**src/rtl/noc_adapter_pkg.sv**
```systemverilog
// rtl/noc_adapter_pkg.sv - shared NoC adapter flit layout, state encoding and sizes
package noc_adapter_pkg;

  localparam int VC_COUNT  = 8;
  localparam int VC_IDX_W  = 3;
  localparam int NODE_ID_W = 4;
  localparam int FLIT_W    = 32;
  localparam int RESP_W    = 2;

  localparam int DEST_MSB = 31;
  localparam int DEST_LSB = 28;
  localparam int SRC_MSB  = 27;
  localparam int SRC_LSB  = 24;
  localparam int READ_BIT = 23;
  localparam int RESP_MSB = 22;
  localparam int RESP_LSB = 21;

  typedef enum logic [1:0] {
    ST_IDLE      = 2'd0,
    ST_ALLOC     = 2'd1,
    ST_SEND_HEAD = 2'd2,
    ST_SEND_BODY = 2'd3
  } pkt_state_t;

endpackage

```
**src/rtl/sna_flit_encoder.sv**
```systemverilog
// rtl/sna_flit_encoder.sv - combinational header/payload flit formatter
module sna_flit_encoder
  import noc_adapter_pkg::*;
(
  input  logic [NODE_ID_W-1:0] dest_id,
  input  logic [NODE_ID_W-1:0] src_id,
  input  logic                 read_flag,
  input  logic [RESP_W-1:0]    resp,
  input  logic [FLIT_W-1:0]    rdata,
  output logic [FLIT_W-1:0]    head_flit,
  output logic [FLIT_W-1:0]    body_flit
);

  always_comb begin
    head_flit                    = '0;
    head_flit[DEST_MSB:DEST_LSB] = dest_id;
    head_flit[SRC_MSB:SRC_LSB]   = src_id;
    head_flit[READ_BIT]          = read_flag;
    head_flit[RESP_MSB:RESP_LSB] = resp;
    // Write responses carry only the response code in the payload
    body_flit = read_flag ? rdata : {{(FLIT_W-RESP_W){1'b0}}, resp};
  end

endmodule

```
**src/rtl/sna_response_packetizer.sv**
```systemverilog
// rtl/sna_response_packetizer.sv - slave-side adapter packing AXI-Lite B/R responses into two-flit NoC packets
module sna_response_packetizer
  import noc_adapter_pkg::*;
#(
  parameter int                   VC      = 0,
  parameter logic [NODE_ID_W-1:0] SRC_ID  = '0,
  parameter logic [NODE_ID_W-1:0] DEST_ID = '0
) (
  input  logic                clock,
  input  logic                reset,
  input  logic                bvalid,
  input  logic [RESP_W-1:0]   bresp,
  output logic                bready,
  input  logic                rvalid,
  input  logic [FLIT_W-1:0]   rdata,
  input  logic [RESP_W-1:0]   rresp,
  output logic                rready,
  input  logic [VC_COUNT-1:0] is_allocatable,
  input  logic [VC_COUNT-1:0] is_on_off,
  output logic                is_valid,
  output logic                read,
  output logic [FLIT_W-1:0]   ubdata
);

  localparam logic [VC_IDX_W-1:0] VC_SEL = VC[VC_IDX_W-1:0];

  pkt_state_t          state;
  logic                cap_read;
  logic [RESP_W-1:0]   cap_resp;
  logic [FLIT_W-1:0]   cap_rdata;
  logic [FLIT_W-1:0]   head_flit;
  logic [FLIT_W-1:0]   body_flit;
  logic                vc_alloc;
  logic                vc_on;
  logic                unused_other_vc;

  assign vc_alloc        = is_allocatable[VC_SEL];
  assign vc_on           = is_on_off[VC_SEL];
  assign unused_other_vc = ^{is_allocatable, is_on_off};

  // R has priority, so B must not see a handshake on an edge where R is taken
  assign rready = (state == ST_IDLE) && !reset;
  assign bready = (state == ST_IDLE) && !reset && !rvalid;

  sna_flit_encoder u_encoder (
    .dest_id   (DEST_ID),
    .src_id    (SRC_ID),
    .read_flag (cap_read),
    .resp      (cap_resp),
    .rdata     (cap_rdata),
    .head_flit (head_flit),
    .body_flit (body_flit)
  );

  always_ff @(posedge clock) begin
    if (reset) begin
      state     <= ST_IDLE;
      is_valid  <= 1'b0;
      read      <= 1'b0;
      ubdata    <= '0;
      cap_read  <= 1'b0;
      cap_resp  <= '0;
      cap_rdata <= '0;
    end else begin
      is_valid <= 1'b0;
      case (state)
        ST_IDLE: begin
          if (rvalid) begin
            cap_read  <= 1'b1;
            cap_resp  <= rresp;
            cap_rdata <= rdata;
            state     <= ST_ALLOC;
          end else if (bvalid) begin
            cap_read  <= 1'b0;
            cap_resp  <= bresp;
            state     <= ST_ALLOC;
          end
        end
        ST_ALLOC: begin
          if (vc_alloc) state <= ST_SEND_HEAD;
        end
        ST_SEND_HEAD: begin
          if (vc_on) begin
            is_valid <= 1'b1;
            read     <= cap_read;
            ubdata   <= head_flit;
            state    <= ST_SEND_BODY;
          end
        end
        ST_SEND_BODY: begin
          if (vc_on) begin
            is_valid <= 1'b1;
            read     <= cap_read;
            ubdata   <= body_flit;
            state    <= ST_IDLE;
          end
        end
        default: state <= ST_IDLE;
      endcase
    end
  end

endmodule

```
**config.mk**
```make
export PLATFORM = sky130hd
export DESIGN_NAME = sna_response_packetizer
export DESIGN_NICKNAME = d
export VERILOG_FILES = /design/src/rtl/noc_adapter_pkg.sv /design/src/rtl/sna_flit_encoder.sv /design/src/rtl/sna_response_packetizer.sv
export SDC_FILE = /design/constraint.sdc
export NUM_CORES = 1
export LEC_CHECK = 0
export ABC_AREA = 1
export BUFFER_PORTS_ARGS = -buffer_cell sky130_fd_sc_hd__buf_2
export CORE_MARGIN = 2
export CORE_UTILIZATION = 53
export CTS_CLUSTER_DIAMETER = 40
export DETAILED_ROUTE_END_ITERATION = 7
export HOLD_SLACK_MARGIN = 0.1
export PLACE_DENSITY = 0.82
export SLEW_MARGIN = 30
export SYNTH_ARGS = -nofsm -noshare
export SYNTH_HDL_FRONTEND = slang
export SYNTH_SLANG_ARGS = --single-unit
```
**constraint.sdc**
```tcl
create_clock -name clock -period 3.6 [get_ports clock]
set_input_delay 0 -clock clock [delete_from_list [all_inputs] [get_ports clock]]
set_output_delay 0 -clock clock [all_outputs]
set_load 0.01 [all_outputs]
```
==> flow_summary.json, run 1 <==
{
  "root_buffer": "clkbuf_8",
  "antenna_found_initial": 0,
  "timing.fmax_mhz": 437,
  "cpMostUsedCell": "inv_2",
  "clock_skew_ns": 0.00705,
  "worst_pin_slew_ns": 0.689,
  "p_per_area_mw_per_mm2": 649,
  "route.vias.total": 2740,
  "grtUsageTotal": 0.249,
  "slew_violations": 0,
  "h-tree-depth": 3,
  "die-area_sq_mm": 0.00581,
  "grt_pass1_wl_mm": 11.6,
  "routabilityCongestion": 0.835,
  "netlist_area_sq_mm": 0.00276,
  "power.leakage_nw": 1.71,
  "path_cells": "inv_1 > ha_1 > inv_2 > nand2_1 > nand2_2 > inv_2 > o21ai_0 > nor2_1",
  "ys_seq_area_frac": 0.514,
  "syn-num-nets": 426,
  "crit_required_ns": 3.83,
  "die_height_um": 76.2,
  "p_sw_frac": 0.341,
  "cts.sinks": 71,
  "final_util": 0.725,
  "final_cell_area_sq_mm": 0.00368,
  "row_count": 26,
  "rsz0062_at_grt": "no",
  "portBuffers": 77,
  "grt_max_degree": 42,
  "tns_ns": 0,
  "grt-ovfl-total": 0,
  "postRouteWirelength_mm": 7.00,
  "vias_per_cell": 5.06,
  "die_x_um": 76.2,
  "yosys_warnings": 0,
  "cts_buffers": 9,
  "cts_buffer_depth": 2,
  "fin_crit_ns": 2.29,
  "syn_inst": 364,
  "power.share.clock": 0.251,
  "wl_met1_mm": 2.97,
  "clk_pin_slew_ns": 0.07,
  "yosysUniqueCellTypes": 18,
  "hold_viol_final": 0,
  "setup_viol": 0,
  "start_util": 0.544,
  "status": "complete, no violations",
  "post_dp_cell_area_sq_mm": 0.00312,
  "drc": 0,
  "wl_met3_um": 466,
  "dr.max_layer_used": "met4",
  "avgSynthCellArea_sq_um": 7.59,
  "crit_path_end_kind": "register",
  "path_max_fanout": 33,
  "wl_per_cell_um": 12.9,
  "p_seq_frac": 0.450,
  "finalNetCount": 531,
  "dr_wl_met2_mm": 3.43,
  "clkLatencyLatePin_ns": 0.34,
  "min_path_type": "in2reg",
  "power_frac_comb": 0.299,
  "period_share": 0.636,
  "max_cap_violations": 0,
  "ctsResizeCount": 0,
  "max_stage_delay_ns": 0.48,
  "p_sw_mw": 0.814,
  "drive_above_1_share": 0.199,
  "crit_type": "reg2reg",
  "firstDrtPassIters": 5,
  "drt_iter0_drc": 172,
  "arrival_ns": 2.52,
  "grt_pass1_vias": 2583,
  "fin_hold_ws_ns": 0.152,
  "io_pins": 92,
  "dp_hpwl_mm": 3.82,
  "syn_to_final_growth_pct": 33.2,
  "antenna_left": 0,
  "core_region_area_sq_mm": 0.00507,
  "diodes": 0,
  "ys_ff_latch": 71,
  "slowest_stage": "nand2_2",
  "peakVddDrop_mv": 0.488,
  "cts_tree": "yes",
  "internal_power_mw": 1.57,
  "critical_path.startpoint_type": "register",
  "max-slew-margin-rel": 0.540
}
[cell usage after synthesis]
master	instances	area (sq um)
nor2_1	95	357
nand2_2	2	12.5
clkbuf_1	10	37.5
o21ai_0	67	335
ha_1	6	75.1
a21oi_1	35	175
inv_2	2	7.51
o21ai_1	1	5.00
dfxtp_1	71	1420
buf_6	3	33.8
inv_1	24	90.1
nand4_1	2	12.5
nand2_1	28	105
buf_4	2	15.0
clkinv_2	1	5.00
nor3_1	1	5.00
buf_2	7	35.0
nand3_1	7	35.0
[critical path: cells and delay by family, from the launching register on]
family	cells	cell delay, ns
compound gates	1	0.27
fa+ha+maj	1	0.26
buf+inv	3	0.59
flops	1	0.41
simple gates	3	0.63
[path summary, 6_finish.rpt]
path                 start             to  slack, ns  depth (start not counted)
max               state[0]     ubdata[14]       1.31                          8
min               bresp[1]    cap_resp[1]       0.15                          5
max reg2reg       state[0]     ubdata[14]       1.31                          8
min reg2reg  cap_rdata[16]  cap_rdata[16]       0.45                          2
[layout by cell type (no fill, tap or decap)]
master / instances
nand4_1: 2
o21ai_1: 1
clkbuf_1: 3
nand2_1: 28
nor3_1: 1
clkinv_2: 1
nand2_2: 2
nand3_1: 7
a21oi_1: 35
ha_1: 6
dlygate4sd3_1: 38
dfxtp_1: 71
nor2_1: 95
buf_4: 1
inv_2: 2
bufinv_16: 1
o21ai_0: 67
buf_2: 77
clkbuf_8: 10
inv_1: 24
[logic make-up (layout without fill, tap and decap cells)]
family / Yosys count / count (layout) / share of synthesized area
buffers and inverters: 49 / 157 / 0.0811
flip-flops: 71 / 71 / 0.514
AND/OR/NAND/NOR: 135 / 135 / 0.191
adder cells (fa/ha/maj): 6 / 6 / 0.0272
AO/OA/AOI/OAI: 103 / 103 / 0.187
[power groups by stage]
stage	sequential, mW	combinational [mW]	clock [mW]
after floorplan	1.10	0.487	0
after detailed placement	1.09	0.669	0
after CTS	1.07	0.706	0.604
after global placement	1.08	0.652	0
after global routing	1.10	0.813	0.643
final	1.08	0.714	0.600
[cell type report]
class                      instances  area [sq um]
tap                               70          87.6
clock inverter                     1          30.0
sequential                        71          1420
clock buffer                      13           149
fill                             439          1390
timing repair buffer             116           773
inverter                          27           103
multi-input combinational        244          1120
[registers in the layout (all words and copies together) (netlist names)]
name       count
cap_read       1
state          2
read           1
is_valid       1
cap_rdata     32
cap_resp       2
ubdata        32
[routing by layer]
metal / up-vias / GRT usage
met5: - / 0
met1: 1235 / 0.292
met4: 0 / 0.100
met3: 14 / 0.0652
li1: 1384 / -
met2: 107 / 0.436
[timing repair]
item	CTS	global route
buffers inserted	0	0
hold buffers	38	0
hold endpoints to repair	48	0
[through the flow]
stage | setup WS, ns | instances | total power, mW
5_1_grt | 1.09 | 542 | 2.55
4_1_cts | 1.34 | 542 | 2.38
3_5_place_dp | 1.37 | 490 | 1.76
3_3_place_gp | 1.42 | 490 | 1.73
6_report | 1.31 | 542 | 2.39
2_1_floorplan | 2.23 | 364 | 1.59
Note: power is estimated with default switching activity, not from simulation.
==> inputs of run 2 (changes only) <==
--- a/config.mk
+++ b/config.mk
@@ -8,11 +8,11 @@
 export ABC_AREA = 1
 export BUFFER_PORTS_ARGS = -buffer_cell sky130_fd_sc_hd__buf_2
 export CORE_MARGIN = 2
-export CORE_UTILIZATION = 53
+export CORE_UTILIZATION = 50
 export CTS_CLUSTER_DIAMETER = 40
 export DETAILED_ROUTE_END_ITERATION = 7
 export HOLD_SLACK_MARGIN = 0.1
-export PLACE_DENSITY = 0.82
+export PLACE_DENSITY = 0.78
 export SLEW_MARGIN = 30
 export SYNTH_ARGS = -nofsm -noshare
 export SYNTH_HDL_FRONTEND = slang
==> constraint.sdc (replaced) <==
create_clock -name clock -period 2.15 [get_ports clock]
set_input_delay 0 -clock clock [delete_from_list [all_inputs] [get_ports clock]]
set_output_delay 0 -clock clock [all_outputs]
set_load 0.01 [all_outputs]
==> flow_summary.json, run 2 (synthesized netlist as in run 1, its figures left out) <==
{
  "status": "complete, no violations",
  "cts.sinks": 71,
  "cts_setup_buffers": 0,
  "grt_max_degree": 52,
  "hold_viol_final": 0,
  "grtUsageTotal": 0.238,
  "peakVddDrop_mv": 0.701,
  "path_cells": "inv_1 > ha_1 > nand2_2 > clkinv_2 > nor2_1 > nor2_1",
  "routabilityCongestion": 0.868,
  "portBuffers": 77,
  "dp_hpwl_mm": 4.11,
  "critical_path.startpoint_type": "register",
  "io_pins": 92,
  "cts_tree": "yes",
  "grt_pass1_vias": 2638,
  "power_frac_comb": 0.290,
  "p_per_area_mw_per_mm2": 1140,
  "max-slew-margin-rel": 0.570,
  "cp_num_buf_inv": 2,
  "drive_above_1_share": 0.212,
  "die_height_um": 78.3,
  "dp_worst_setup_slack_ns": 0.288,
  "finalNetCount": 538,
  "ctsResizeCount": 0,
  "syn_to_final_growth_pct": 38.0,
  "antenna_left": 0,
  "postRouteWirelength_mm": 6.93,
  "tns_ns": 0,
  "crit_path_end_kind": "register",
  "arrival_ns": 2.11,
  "p_seq_frac": 0.411,
  "vias_per_cell": 4.94,
  "power.leakage_nw": 1.78,
  "path_max_fanout": 25,
  "diodes": 0,
  "rsz0062_at_grt": "no",
  "p_sw_frac": 0.327,
  "root_buffer": "clkbuf_8",
  "critical_path.top_delay_family": "simple AND/OR/NAND/NOR gates",
  "largestRegisters": "cap_rdata x32, ubdata x32",
  "min_path_type": "in2reg",
  "max_cap_violations": 0,
  "grt-ovfl-total": 0,
  "cpMostUsedCell": "nor2_1",
  "clock_skew_ns": 0.00721,
  "die-area_sq_mm": 0.00614,
  "worst_pin_slew_ns": 0.644,
  "crit_type": "reg2reg",
  "setup_viol": 0,
  "h-tree-depth": 3,
  "grt_pass1_wl_mm": 11.5,
  "drt_iter0_drc": 128,
  "slew_violations": 0,
  "start_util": 0.511,
  "cts_buffer_depth": 2,
  "layout_commonest_cell": "nor2_1",
  "crit_required_ns": 2.38,
  "clkLatencyLatePin_ns": 0.34,
  "power.share.clock": 0.298,
  "p_sw_mw": 1.42,
  "drc": 0,
  "route.vias.total": 2730,
  "fin_crit_ns": 1.88,
  "antenna_found_initial": 0,
  "timing.fmax_mhz": 532,
  "die_x_um": 78.3,
  "fin_ws_ns": 0.272,
  "final_cell_mix": "nor2_1, buf_2, dfxtp_1, o21ai_0, dlygate4sd3_1",
  "clk_pin_slew_ns": 0.07,
  "row_count": 27,
  "cts_buffers": 9,
  "firstDrtPassIters": 4,
  "wl_per_cell_um": 12.5,
  "period_share": 0.874,
  "internal_power_mw": 2.91,
  "core_region_area_sq_mm": 0.00541,
  "slowest_stage": "dfxtp_1",
  "max_stage_delay_ns": 0.40
}
run 2: changes by cell type in the layout (fill, tap and decap cells not counted), sizes merged:
cell / previous run / this run
dlygate4sd3: 38 / 41
clkbuf: 13 / 11
buf: 78 / 82
bufinv: 1 / 3
clkinvlp: 0 / 2
run 2: per-layer routing:
metal | global-route usage | vias to the layer above | wire length, um
met5 | 0 | - | 0
met2 | 0.409 | 90 | 3300
li1 | - | 1392 | -
met3 | 0.0494 | 12 | 381
met4 | 0.0912 | 0 | 138
met1 | 0.293 | 1236 | 3110
run 2: worst reg2reg max path: cells and delay by family, from the launching register on:
family	cells	cell delay, ns
simple gates	3	0.58
buf+inv	2	0.52
flops	1	0.40
fa+ha+maj	1	0.27
run 2: power groups by stage:
stage	Combinational, mW	Sequential (mW)	Clock [mW]
floorplan	0.815	1.84	0
global placement	1.15	1.79	0
detailed placement	1.18	1.81	0
CTS	1.24	1.78	1.31
global route	1.44	1.82	1.36
finish	1.26	1.78	1.29
run 2: layout make-up:
cell class,count,area (sq um)
multi-input combinational,244,1120
clock buffer,11,141
clock inverter,5,105
tap,72,90.1
sequential,71,1420
fill,461,1590
timing repair buffer,123,833
inverter,27,103
run 2: path summary, 6_finish.rpt:
check             slack (ns)             to  startpoint  cells after the start
setup / recovery        0.27  cap_rdata[17]    state[0]                      6
hold / removal          0.18       cap_read      rvalid                      4
setup reg to reg        0.27  cap_rdata[17]    state[0]                      6
hold reg to reg         0.45           read        read                      2
run 2: per-stage QoR:
step / total power [mW] / cell area (sq um) / std cells / util / hold slack, ns
finish: 4.33 / 3810 / 553 / 0.705 / 0.185
global route: 4.62 / 3810 / 553 / 0.705 / 0.209
CTS: 4.33 / 3810 / 553 / 0.705 / 0.132
detailed placement: 2.98 / 3150 / 496 / 0.584 / 0.257
global placement: 2.94 / 3150 / 496 / 0.584 / 0.252
floorplan: 2.66 / 2760 / 364 / - / 0.0507
run 2: repair_timing:
item	CTS	global route
hold buffers	41	0
hold endpoints to repair	48	0
setup endpoints to repair	0	0
==> inputs of run 3 (changes only) <==
--- a/config.mk
+++ b/config.mk
@@ -8,11 +8,11 @@
 export ABC_AREA = 1
 export BUFFER_PORTS_ARGS = -buffer_cell sky130_fd_sc_hd__buf_2
 export CORE_MARGIN = 2
-export CORE_UTILIZATION = 50
+export CORE_UTILIZATION = 44
 export CTS_CLUSTER_DIAMETER = 40
 export DETAILED_ROUTE_END_ITERATION = 7
 export HOLD_SLACK_MARGIN = 0.1
-export PLACE_DENSITY = 0.78
+export PLACE_DENSITY = 0.7
 export SLEW_MARGIN = 30
 export SYNTH_ARGS = -nofsm -noshare
 export SYNTH_HDL_FRONTEND = slang
==> flow_summary.json, run 3 (synthesized netlist as in run 1, its figures left out) <==
{
  "status": "complete, no violations",
  "cts_buffers": 9,
  "power.share.clock": 0.239,
  "grt_pass1_wl_mm": 11.2,
  "antenna_found_initial": 0,
  "fin_crit_ns": 1.74,
  "critical_path.top_delay_family": "buffers and inverters",
  "dp_hpwl_mm": 4.13,
  "layout_commonest_cell": "nor2_1",
  "dr_wl_met2_mm": 2.98,
  "internal_power_mw": 2.63,
  "min_path_type": "in2reg",
  "crit_required_ns": 2.37,
  "power.leakage_nw": 1.75,
  "diodes": 0,
  "wl_per_cell_um": 11.8,
  "die-area_sq_mm": 0.00693,
  "row_count": 28,
  "cts.sinks": 71,
  "die_x_um": 83.2,
  "critical_path.startpoint_type": "register",
  "path_max_fanout": 25,
  "final_cell_mix": "nor2_1, buf_2, dfxtp_1, o21ai_0, dlygate4sd3_1",
  "ff_latch_area_sq_mm": 0.00142,
  "tns_ns": 0,
  "vias_per_cell": 4.75,
  "core_region_area_sq_mm": 0.00599,
  "slew_violations": 0,
  "antenna_left": 0,
  "root_buffer": "clkbuf_8",
  "syn_to_final_growth_pct": 35.4,
  "max_stage_delay_ns": 0.40,
  "routabilityCongestion": 0.766,
  "clk_pin_slew_ns": 0.07,
  "grt-ovfl-total": 0,
  "route.vias.total": 2632,
  "dpl.cell_count": 501,
  "final_util": 0.624,
  "power_frac_comb": 0.312,
  "postRouteWirelength_mm": 6.56,
  "multi_input_area_sq_mm": 0.00112,
  "max-slew-margin-rel": 0.656,
  "p_per_area_mw_per_mm2": 1060,
  "stdcell_count": 554,
  "h-tree-depth": 3,
  "arrival_ns": 1.95,
  "post_dp_cell_area_sq_mm": 0.00317,
  "finalNetCount": 539,
  "portBuffers": 77,
  "drt_iter0_drc": 138,
  "drive_above_1_share": 0.209,
  "cts_tree": "yes",
  "cpMostUsedCell": "nor2_1",
  "crit_path_end_kind": "register",
  "p_seq_frac": 0.448,
  "worst_pin_slew_ns": 0.515,
  "path_cells": "inv_1 > ha_1 > nand2_2 > clkinv_2 > nor2_1 > nor2_1",
  "io_pins": 92,
  "cp_num_buf_inv": 2,
  "hold_viol_final": 0,
  "rsz0062_at_grt": "no",
  "grt_max_degree": 52,
  "max_cap_violations": 0,
  "drc": 0,
  "firstDrtPassIters": 5,
  "p_sw_frac": 0.337,
  "cts_buffer_depth": 2,
  "final_cell_area_sq_mm": 0.00374,
  "wl_met3_um": 331,
  "peakVddDrop_mv": 0.546,
  "period_share": 0.807,
  "largestRegisters": "cap_rdata x32, ubdata x32",
  "clock_skew_ns": 0.00627,
  "ctsResizeCount": 0,
  "grtUsageTotal": 0.196,
  "start_util": 0.461,
  "slowest_stage": "dfxtp_1",
  "setup_viol": 0,
  "wl_met1_mm": 3.14,
  "crit_type": "reg2reg",
  "dr.max_layer_used": "met4",
  "die_height_um": 83.2,
  "grt_pass1_vias": 2491,
  "timing.fmax_mhz": 576,
  "p_sw_mw": 1.34,
  "n_fill_cell": 567,
  "clkLatencyLatePin_ns": 0.33
}
-- run 3: changes by cell type in the layout (fill, tap and decap cells not counted) --
cell / before / now
clkbuf_1: 1 / 2
clkinvlp_4: 2 / 0
bufinv_16: 3 / 1
clkbuf_8: 10 / 9
clkinv_2: 1 / 2
dlygate4sd3_1: 41 / 40
buf_4: 5 / 7
-- run 3: routing by layer --
metal	global-route usage	vias up
met3	0.0338	10
li1	-	1390
met5	0	-
met4	0.0909	0
met1	0.263	1154
met2	0.309	78
-- run 3: final cells by class --
class	count	share of cell area
Clock buffer	11	0.0351
Clock inverter	2	0.00937
Inverter	27	0.0274
Multi-Input combinational cell	244	0.299
Sequential cell	71	0.380
Tap cell	75	0.0251
Timing Repair Buffer	124	0.224
-- run 3: worst paths after layout --
kind | from | to | slack [ns] | cells past startpoint
worst max-delay path | state[0] | cap_rdata[15] | 0.41 | 6
worst min-delay path | bresp[0] | cap_resp[0] | 0.11 | 5
worst max register to register | state[0] | cap_rdata[15] | 0.41 | 6
worst min register to register | read | read | 0.44 | 2
-- run 3: power by group through the flow --
stage	sequential, mW	clock, mW	combinational [mW]
floorplan	1.84	0	0.815
global placement	1.80	0	1.16
detailed placement	1.81	0	1.19
CTS	1.78	0.983	1.25
global route	1.82	1.04	1.43
finish	1.78	0.951	1.24
-- run 3: repair_timing --
item,in CTS,in global routing
hold buffers,40,0
setup buffers,0,0
endpoints found under the hold margin,48,0
-- run 3: stage by stage --
step | setup WS (ns) | power [mW] | hold WS [ns]
global placement | 0.447 | 2.96 | 0.249
floorplan | 0.778 | 2.66 | 0.0507
detailed placement | 0.425 | 3.00 | 0.254
CTS | 0.414 | 4.01 | 0.115
finish | 0.414 | 3.97 | 0.114
global route | 0.249 | 4.30 | 0.149
-- run 3: worst reg2reg max path, stage by stage (launching register included) --
cell and delay [ns]:
dfxtp_1 0.40, inv_1 0.12, ha_1 0.28, nand2_2 0.21
clkinv_2 0.36, nor2_1 0.21, nor2_1 0.06
